$ cat config.mk
export PLATFORM = sky130hd
export DESIGN_NAME = dpe_multiplexer_5to1_flat
export DESIGN_NICKNAME = d
export VERILOG_FILES = /design/src/rtl/dpe_multiplexer_5to1_pkg.sv /design/src/rtl/dpe_multiplexer_5to1_if.sv /design/src/rtl/dpe_rr_arbiter.sv /design/src/rtl/dpe_multiplexer_5to1.sv /design/src/flat_wrapper.sv
export SDC_FILE = /design/constraint.sdc
export NUM_CORES = 1
export LEC_CHECK = 0
export CORE_AREA = 2 2 347 349
export DETAILED_ROUTE_END_ITERATION = 10
export DIE_AREA = 0 0 349 351
export GPL_TIMING_DRIVEN = 0
export HOLD_SLACK_MARGIN = 0.03
export SYNTH_ARGS = -nofsm -noshare
export SYNTH_HDL_FRONTEND = slang
export SYNTH_HIERARCHICAL = 1
export SYNTH_SLANG_ARGS = --single-unit
$ cat constraint.sdc
create_clock -name clk -period 3.5 [get_ports clk]
set_input_delay 0.7 -clock clk [delete_from_list [all_inputs] [get_ports clk]]
set_output_delay 0.7 -clock clk [all_outputs]
set_load 0.005 [all_outputs]
$ cat src/rtl/dpe_multiplexer_5to1_pkg.sv
// -----------------------------------------------------------------------------
// dpe_pkg
// Shared definitions for the DPE ingress multiplexer: default stream widths,
// input-index constants (0 = CPU, 1..4 = Ethernet ports), the arbitration
// state enum and a small modulo-5 index helper used by the arbiter.
// -----------------------------------------------------------------------------
package dpe_pkg;

  localparam int DPE_DATA_W = 128;
  localparam int DPE_KEEP_W = DPE_DATA_W / 8;

  localparam int N_SRC = 5;
  localparam int SRC_W = 3;

  localparam logic [SRC_W-1:0] DPE_SRC_CPU  = 3'd0;
  localparam logic [SRC_W-1:0] DPE_SRC_ETH1 = 3'd1;
  localparam logic [SRC_W-1:0] DPE_SRC_ETH2 = 3'd2;
  localparam logic [SRC_W-1:0] DPE_SRC_ETH3 = 3'd3;
  localparam logic [SRC_W-1:0] DPE_SRC_ETH4 = 3'd4;

  typedef enum logic {
    IDLE = 1'b0,
    BUSY = 1'b1
  } dpe_state_e;

  // (base + off) mod N_SRC for base < N_SRC and off <= N_SRC.
  function automatic logic [SRC_W-1:0] src_add(input logic [SRC_W-1:0] base,
                                               input int off);
    int s;
    s = int'(base) + off;
    if (s >= N_SRC) s = s - N_SRC;
    return SRC_W'(s);
  endfunction

endpackage

$ cat src/rtl/dpe_multiplexer_5to1_if.sv
// -----------------------------------------------------------------------------
// dpe_if
// AXI-Stream style signal set of the DPE. N lanes are packed side by side so
// one instance can carry the five ingress streams (N=5) and another the single
// DPE input stream (N=1).
//   master : drives tvalid/tdata/tkeep/tlast, receives tready
//   slave  : receives tvalid/tdata/tkeep/tlast, drives tready
// -----------------------------------------------------------------------------
interface dpe_if
  import dpe_pkg::*;
#(
  parameter int DATA_W = DPE_DATA_W,
  parameter int KEEP_W = DATA_W / 8,
  parameter int N      = 1
);

  logic [N-1:0]        tvalid;
  logic [N-1:0]        tready;
  logic [N*DATA_W-1:0] tdata;
  logic [N*KEEP_W-1:0] tkeep;
  logic [N-1:0]        tlast;

  modport master (output tvalid, tdata, tkeep, tlast, input tready);
  modport slave  (input tvalid, tdata, tkeep, tlast, output tready);

endinterface

$ cat src/rtl/dpe_rr_arbiter.sv
// -----------------------------------------------------------------------------
// dpe_rr_arbiter
// Purely combinational round-robin pick among the five ingress requests.
// The search starts at last+1 and wraps, so the most recently served input
// has the lowest priority.
//   req     in  5  per-input request (tvalid)
//   last    in  3  most recently granted index
//   gnt_idx out 3  chosen index (meaningful when gnt_vld)
//   gnt_vld out 1  at least one request present
// -----------------------------------------------------------------------------
module dpe_rr_arbiter
  import dpe_pkg::*;
(
  input  logic [N_SRC-1:0] req,
  input  logic [SRC_W-1:0] last,
  output logic [SRC_W-1:0] gnt_idx,
  output logic             gnt_vld
);

  always_comb begin
    // NOTE: every output gets a default before any conditional assignment,
    // so no path leaves a value unassigned and no latch is inferred.
    gnt_idx = last;
    gnt_vld = 1'b0;
    // Walk from lowest to highest priority; the last hit (closest to
    // last+1) overrides earlier ones.
    for (int k = N_SRC; k >= 1; k--) begin
      if (req[src_add(last, k)]) begin
        gnt_idx = src_add(last, k);
        gnt_vld = 1'b1;
      end
    end
  end

endmodule

$ cat src/rtl/dpe_multiplexer_5to1.sv
// -----------------------------------------------------------------------------
// dpe_multiplexer_5to1
// Packet-level 5:1 stream multiplexer at the DPE ingress. Whole packets are
// granted round-robin (CPU = 0, eth_1..eth_4 = 1..4) and never interleaved.
// A grant costs one IDLE cycle; once granted the selected stream is forwarded
// combinationally, including backpressure. `pause` blocks new grants only.
//   clk       in   clock, rising edge
//   rst       in   asynchronous, active-low reset
//   pause     in   no new packet is granted while high
//   is_idle   out  high while no packet is granted
//   in_s      dpe_if.slave  (N=5) ingress streams
//   out_m     dpe_if.master (N=1) stream to the DPE
// Build option: define DPE_MUX_SVA_EN to compile in protocol assertions.
// -----------------------------------------------------------------------------
module dpe_multiplexer_5to1
  import dpe_pkg::*;
#(
  parameter int DATA_W = DPE_DATA_W,
  parameter int KEEP_W = DATA_W / 8
) (
  input  logic  clk,
  input  logic  rst,
  input  logic  pause,
  output logic  is_idle,
  dpe_if.slave  in_s,
  dpe_if.master out_m
);

  dpe_state_e       state_q, state_d;
  logic [SRC_W-1:0] sel_q, sel_d;
  logic [SRC_W-1:0] last_q, last_d;
  logic             is_idle_q, is_idle_d;

  logic [SRC_W-1:0] gnt_idx;
  logic             gnt_vld;
  logic             eop_hs;

  dpe_rr_arbiter u_arb (
    .req     (in_s.tvalid),
    .last    (last_q),
    .gnt_idx (gnt_idx),
    .gnt_vld (gnt_vld)
  );

  // Forwarding path: zero latency, all-zero outputs while IDLE.
  always_comb begin
    out_m.tvalid = '0;
    out_m.tdata  = '0;
    out_m.tkeep  = '0;
    out_m.tlast  = '0;
    in_s.tready  = '0;
    if (state_q == BUSY) begin
      out_m.tvalid       = in_s.tvalid[sel_q];
      out_m.tdata        = in_s.tdata[int'(sel_q)*DATA_W +: DATA_W];
      out_m.tkeep        = in_s.tkeep[int'(sel_q)*KEEP_W +: KEEP_W];
      out_m.tlast        = in_s.tlast[sel_q];
      in_s.tready[sel_q] = out_m.tready[0];
    end
  end

  // End-of-packet handshake on the selected lane.
  always_comb begin
    eop_hs = (state_q == BUSY) && in_s.tvalid[sel_q] && in_s.tlast[sel_q]
             && out_m.tready[0];
  end

  always_comb begin
    state_d = state_q;
    sel_d   = sel_q;
    last_d  = last_q;
    unique case (state_q)
      IDLE: begin
        if (!pause && gnt_vld) begin
          state_d = BUSY;
          sel_d   = gnt_idx;
        end
      end
      BUSY: begin
        // pause is ignored here: a started packet always completes.
        if (eop_hs) begin
          state_d = IDLE;
          last_d  = sel_q;
        end
      end
      default: state_d = IDLE;
    endcase
    is_idle_d = (state_d == IDLE);
  end

  // NOTE: sequential state uses non-blocking assignments so every flop
  // samples pre-edge values, independent of statement order.
  always_ff @(posedge clk or negedge rst) begin
    if (!rst) begin
      state_q   <= IDLE;
      sel_q     <= DPE_SRC_CPU;
      last_q    <= DPE_SRC_ETH4;   // CPU wins the first arbitration
      is_idle_q <= 1'b1;
    end else begin
      state_q   <= state_d;
      sel_q     <= sel_d;
      last_q    <= last_d;
      is_idle_q <= is_idle_d;
    end
  end

  assign is_idle = is_idle_q;

`ifdef DPE_MUX_SVA_EN
  a_sel_hold: assert property (@(posedge clk) disable iff (!rst)
    (state_q == BUSY && in_s.tvalid[sel_q] && !in_s.tready[sel_q]) |=>
      $stable({in_s.tdata[int'(sel_q)*DATA_W +: DATA_W],
               in_s.tkeep[int'(sel_q)*KEEP_W +: KEEP_W],
               in_s.tlast[sel_q]}));

  a_ready_onehot: assert property (@(posedge clk) disable iff (!rst)
    $onehot0(in_s.tready));

  a_pause_hold: assert property (@(posedge clk) disable iff (!rst)
    (state_q == IDLE && pause) |=> (state_q == IDLE));

  a_idle_no_valid: assert property (@(posedge clk) disable iff (!rst)
    (state_q == IDLE) |-> !out_m.tvalid[0]);
`endif

endmodule

$ cat src/flat_wrapper.sv
// flat-port wrapper written by rule: the top's interface ports become plain ports
module dpe_multiplexer_5to1_flat import dpe_pkg::*;
#(
  parameter int DATA_W = DPE_DATA_W,
  parameter int KEEP_W = DATA_W / 8
)
  (clk, rst, pause, is_idle, in_s_tvalid, in_s_tdata, in_s_tkeep, in_s_tlast, in_s_tready, out_m_tvalid, out_m_tdata, out_m_tkeep, out_m_tlast, out_m_tready);
  dpe_if #(.DATA_W(DATA_W), .KEEP_W(KEEP_W), .N(N_SRC)) in_s_i ();
  dpe_if #(.DATA_W(DATA_W), .KEEP_W(KEEP_W), .N(1)) out_m_i ();
  input  logic clk;
  input  logic rst;
  input  logic pause;
  output logic is_idle;
  input wire logic [$bits(in_s_i.tvalid)-1:0] in_s_tvalid;
  input wire logic [$bits(in_s_i.tdata)-1:0] in_s_tdata;
  input wire logic [$bits(in_s_i.tkeep)-1:0] in_s_tkeep;
  input wire logic [$bits(in_s_i.tlast)-1:0] in_s_tlast;
  output wire logic [$bits(in_s_i.tready)-1:0] in_s_tready;
  output wire logic [$bits(out_m_i.tvalid)-1:0] out_m_tvalid;
  output wire logic [$bits(out_m_i.tdata)-1:0] out_m_tdata;
  output wire logic [$bits(out_m_i.tkeep)-1:0] out_m_tkeep;
  output wire logic [$bits(out_m_i.tlast)-1:0] out_m_tlast;
  input wire logic [$bits(out_m_i.tready)-1:0] out_m_tready;
  assign in_s_i.tvalid = in_s_tvalid;
  assign in_s_i.tdata = in_s_tdata;
  assign in_s_i.tkeep = in_s_tkeep;
  assign in_s_i.tlast = in_s_tlast;
  assign in_s_tready = in_s_i.tready;
  assign out_m_tvalid = out_m_i.tvalid;
  assign out_m_tdata = out_m_i.tdata;
  assign out_m_tkeep = out_m_i.tkeep;
  assign out_m_tlast = out_m_i.tlast;
  assign out_m_i.tready = out_m_tready;
  dpe_multiplexer_5to1 #(.DATA_W(DATA_W), .KEEP_W(KEEP_W)) u_core (.clk(clk), .rst(rst), .pause(pause), .is_idle(is_idle), .in_s(in_s_i), .out_m(out_m_i));
endmodule
==> flow_summary.yaml <==
floorplanning:
  die_x_um: 349
  io-pin-count: 886
  die_y_um: 351
  die-area_um2: 122000
  core_area_um2: 119000
  start_util_pct: 6.56
  row_count: 127
setup_path:
  cp_data_required_time_ps: 2800
  path_depth: 8
  crit_top_cell: "buf_12"
  cp_max_fo: 10
  cpPeakStageDelay_ps: 550
  crit_family: "buffers and inverters"
  rr_worst_depth: 14
  setup.worst_path.start: "u_core/sel_q[1]$_DFFE_PN0P_"
  rrSetupSlack_ps: 170
  critPathLaunchType: "flop"
  critical-path-slowest-cell: "mux2i_1"
  cp_data_arrival_time_ps: 2790
  rr_startpoint: "u_core/last_q[0]$_DFFE_PN0P_"
  cp-end-kind: "output port"
  crit_type: "reg -> out"
  cp_num_buf_inv: 5
  crit_chain: "buf_4 > buf_12 > buf_12 > buf_12 > mux2i_1 > o22ai_1 > and2_1 > clkdlybuf4s50_1"
cts:
  cts_max_path_buffers: 2
  cts-htree-levels: 1
  cts_tree: "built"
  numCtsBuffers: 3
  clkLatencyLatePin_ps: 230
  clkTransAtPathRegs_ps: 40
  postCtsHoldBufs: 0
  cts_root_buffer: "clkbuf_16"
  cts_sinks: 8
worst_hold_path:
  worstHoldPathType: "reg -> reg"
  hold_path.startpoint: "u_core/last_q[0]$_DFFE_PN0P_"
  hold_depth: 1
cells_and_area:
  final_common_cell: "clkdlybuf4s50_1"
  fin_nets: 2722
  fillers: 13400
  mostFrequentLayoutCells: "clkdlybuf4s50_1 (874), a22oi_1 (230), and2_1 (145)"
  final_layout_size_suffix_gt1_share_pct: 15.3
  syn2layout_area_growth_pct: 150
  instances_no_fill: 3541
power:
  p_sw_share_pct: 53.4
  comb_power_share_pct: 97.4
  switchingPower_mw: 8.32
  ir_drop_mv: 0.307
  p_total_mw: 15.6
  pwr-share-clk_pct: 1.3
  p_seq_share_pct: 1.3
  p_int_mw: 7.25
  p_leak_nw: 6.63
  power_density_nw_per_um2: 797
drt:
  route.vias.total: 14100
  drtPass1Iterations: 6
  drt_iter0_drc: 1198
  drc: 0
  routedWlPerCell_um: 31.1
  routed_via_density: 3.97
  drt-total-wl_mm: 110
  ant_nets: 0
timing:
  period_needed_ps: 3490
  period_share_pct: 99.8
  hold_violations: 0
  setup-violations-final: 0
  fmax_mhz: 286
  slew_viol_final: 0
  worst_slew_pin_slew_ps: 878
  layout_setup_ws_ps: 5.75
  slew_headroom_pct: 41.4
  rsz0062_at_grt: "yes"
  skew_ps: 3.14
outcome:
  status: "complete, no violations"
synthesis:
  synthDistinctLibCells: 65
  synthFlopType: "dfrtp_1"
  synthesis.area_um2: 7810
  synth_edf_count: 0
  synth_top_area_share_pct: 23.6
  async_flop_share_pct: 100
  synth_seq_cells: 8
  synth.largest_area_cell: "a22oi_1"
  yosysWarnings: 6
  syn_inst: 1084
  ys_top_cells_by_area: "a22oi_1 (24%), mux2_2 (18%), and2_1 (12%)"
  syn-num-nets: 1828
  synth_area_per_cell_um2: 7.20
  synth.yosys.seq_area_share_pct: 2.60
place:
  numPortBuffers: 885
  gp_congestion: 0.960
  post-place-ws_ps: -1450
  dp_hpwl_mm: 96.6
  dp_cells: 3517
global_routing:
  grt-ovfl-total: 0
  grt_pass1_wl_mm: 135
  grt_pass1_vias: 13600
  grt.total_usage_pct: 16.7
  antenna_found_initial: 90
  grt_max_degree: 11
job:
  drv_cap: 0
## routing by layer
metal	routed length [um]	track usage, %	vias to the layer above
li1	-	-	6086
met1	43700	20.1	6710
met2	50500	27.9	943
met3	12700	7.18	220
met4	2700	2.79	104
met5	646	0	-
## sequential cells by signal, summed over array words and instances (netlist names)
signal / cells
u_core/is_idle: 1
u_core/sel_q: 3
u_core/state_q: 1
u_core/last_q: 3
## power by group through the flow
stage / Clock (mW) / Combinational (mW) / Sequential, mW
global route: 0.202 / 16.0 / 0.213
finish: 0.195 / 15.2 / 0.209
detailed placement: 0 / 14.4 / 0.193
CTS: 0.197 / 15.2 / 0.209
floorplan: 0 / 6.31 / 0.174
global placement: 0 / 14.4 / 0.189
## metrics by stage
step / hold WS [ps] / util [%] / instance area, um2 / setup TNS (ps)
final: 613 / 16.4 / 19500 / 0
after detailed placement: 602 / 15.6 / 18600 / -95490
after global routing: 625 / 16.4 / 19500 / -54.7
after global placement: 583 / 15.6 / 18600 / -138480
after floorplan: 404 / - / 7810 / 0
after CTS: 610 / 16.2 / 19300 / 0
## Yosys cell counts (3+ instances only)
cell      count
a21oi_1      35
a22oi_1     245
a31oi_1       3
and2_1      145
and3_1        4
and3b_1       3
buf_1        24
buf_2        37
buf_4         3
buf_6         3
clkbuf_1     71
dfrtp_1       6
ha_1          9
inv_1        10
mux2_2      127
mux2i_1      57
nand2_1      13
nand2b_1     11
nand3_1       7
nand4_1       3
nor2_1       37
nor2b_1      12
nor3_1        7
o21ai_0       9
o21ai_1       4
o22ai_1     145
o31a_1        3
xnor2_1       3
## logic make-up (layout without fill, tap and decap cells)
logic type               after synthesis  after routing  share of synthesized area (%)
AO/OA/AOI/OAI                        469            469                           41.7
XOR/XNOR                               4              4                          0.545
adder cells (fa/ha/maj)               10             10                           1.70
buffers and inverters                149           1041                           8.19
flip-flops                             8              8                           2.60
multiplexers                         185            185                           25.8
other                                  0             17                              0
AND/OR/NAND/NOR                      259            259                           19.5
## final timing paths
| check | endpoint |
|---|---|
| worst max-delay path | out_m_tdata[63] |
| worst min-delay path | u_core/last_q[0]$_DFFE_PN0P_ |
| worst max register to register | u_core/sel_q[0]$_DFFE_PN0P_ |
| worst min register to register | u_core/last_q[0]$_DFFE_PN0P_ |
| max in group asynchronous | u_core/last_q[2]$_DFFE_PN1P_ |
| min in group asynchronous | u_core/state_q$_DFF_PN0_ |
## area by class of cell
cell class                 count  area [um2]  area share [%]
antenna                       17        42.5           0.218
buffer                       136         978            5.01
clock buffer                   3        75.1           0.385
inverter                      11        43.8           0.224
multi-input combinational    927        7300            37.4
sequential                     8         204            1.04
tap                         1548        1940            9.92
timing repair buffer         891        8940            45.8
## repair_timing
action,CTS,global route
resized for setup,203,50
buffers inserted,4,2
pin swaps,6,3
endpoints found under the setup margin,151,45
Power figures use the tool's default switching activity.
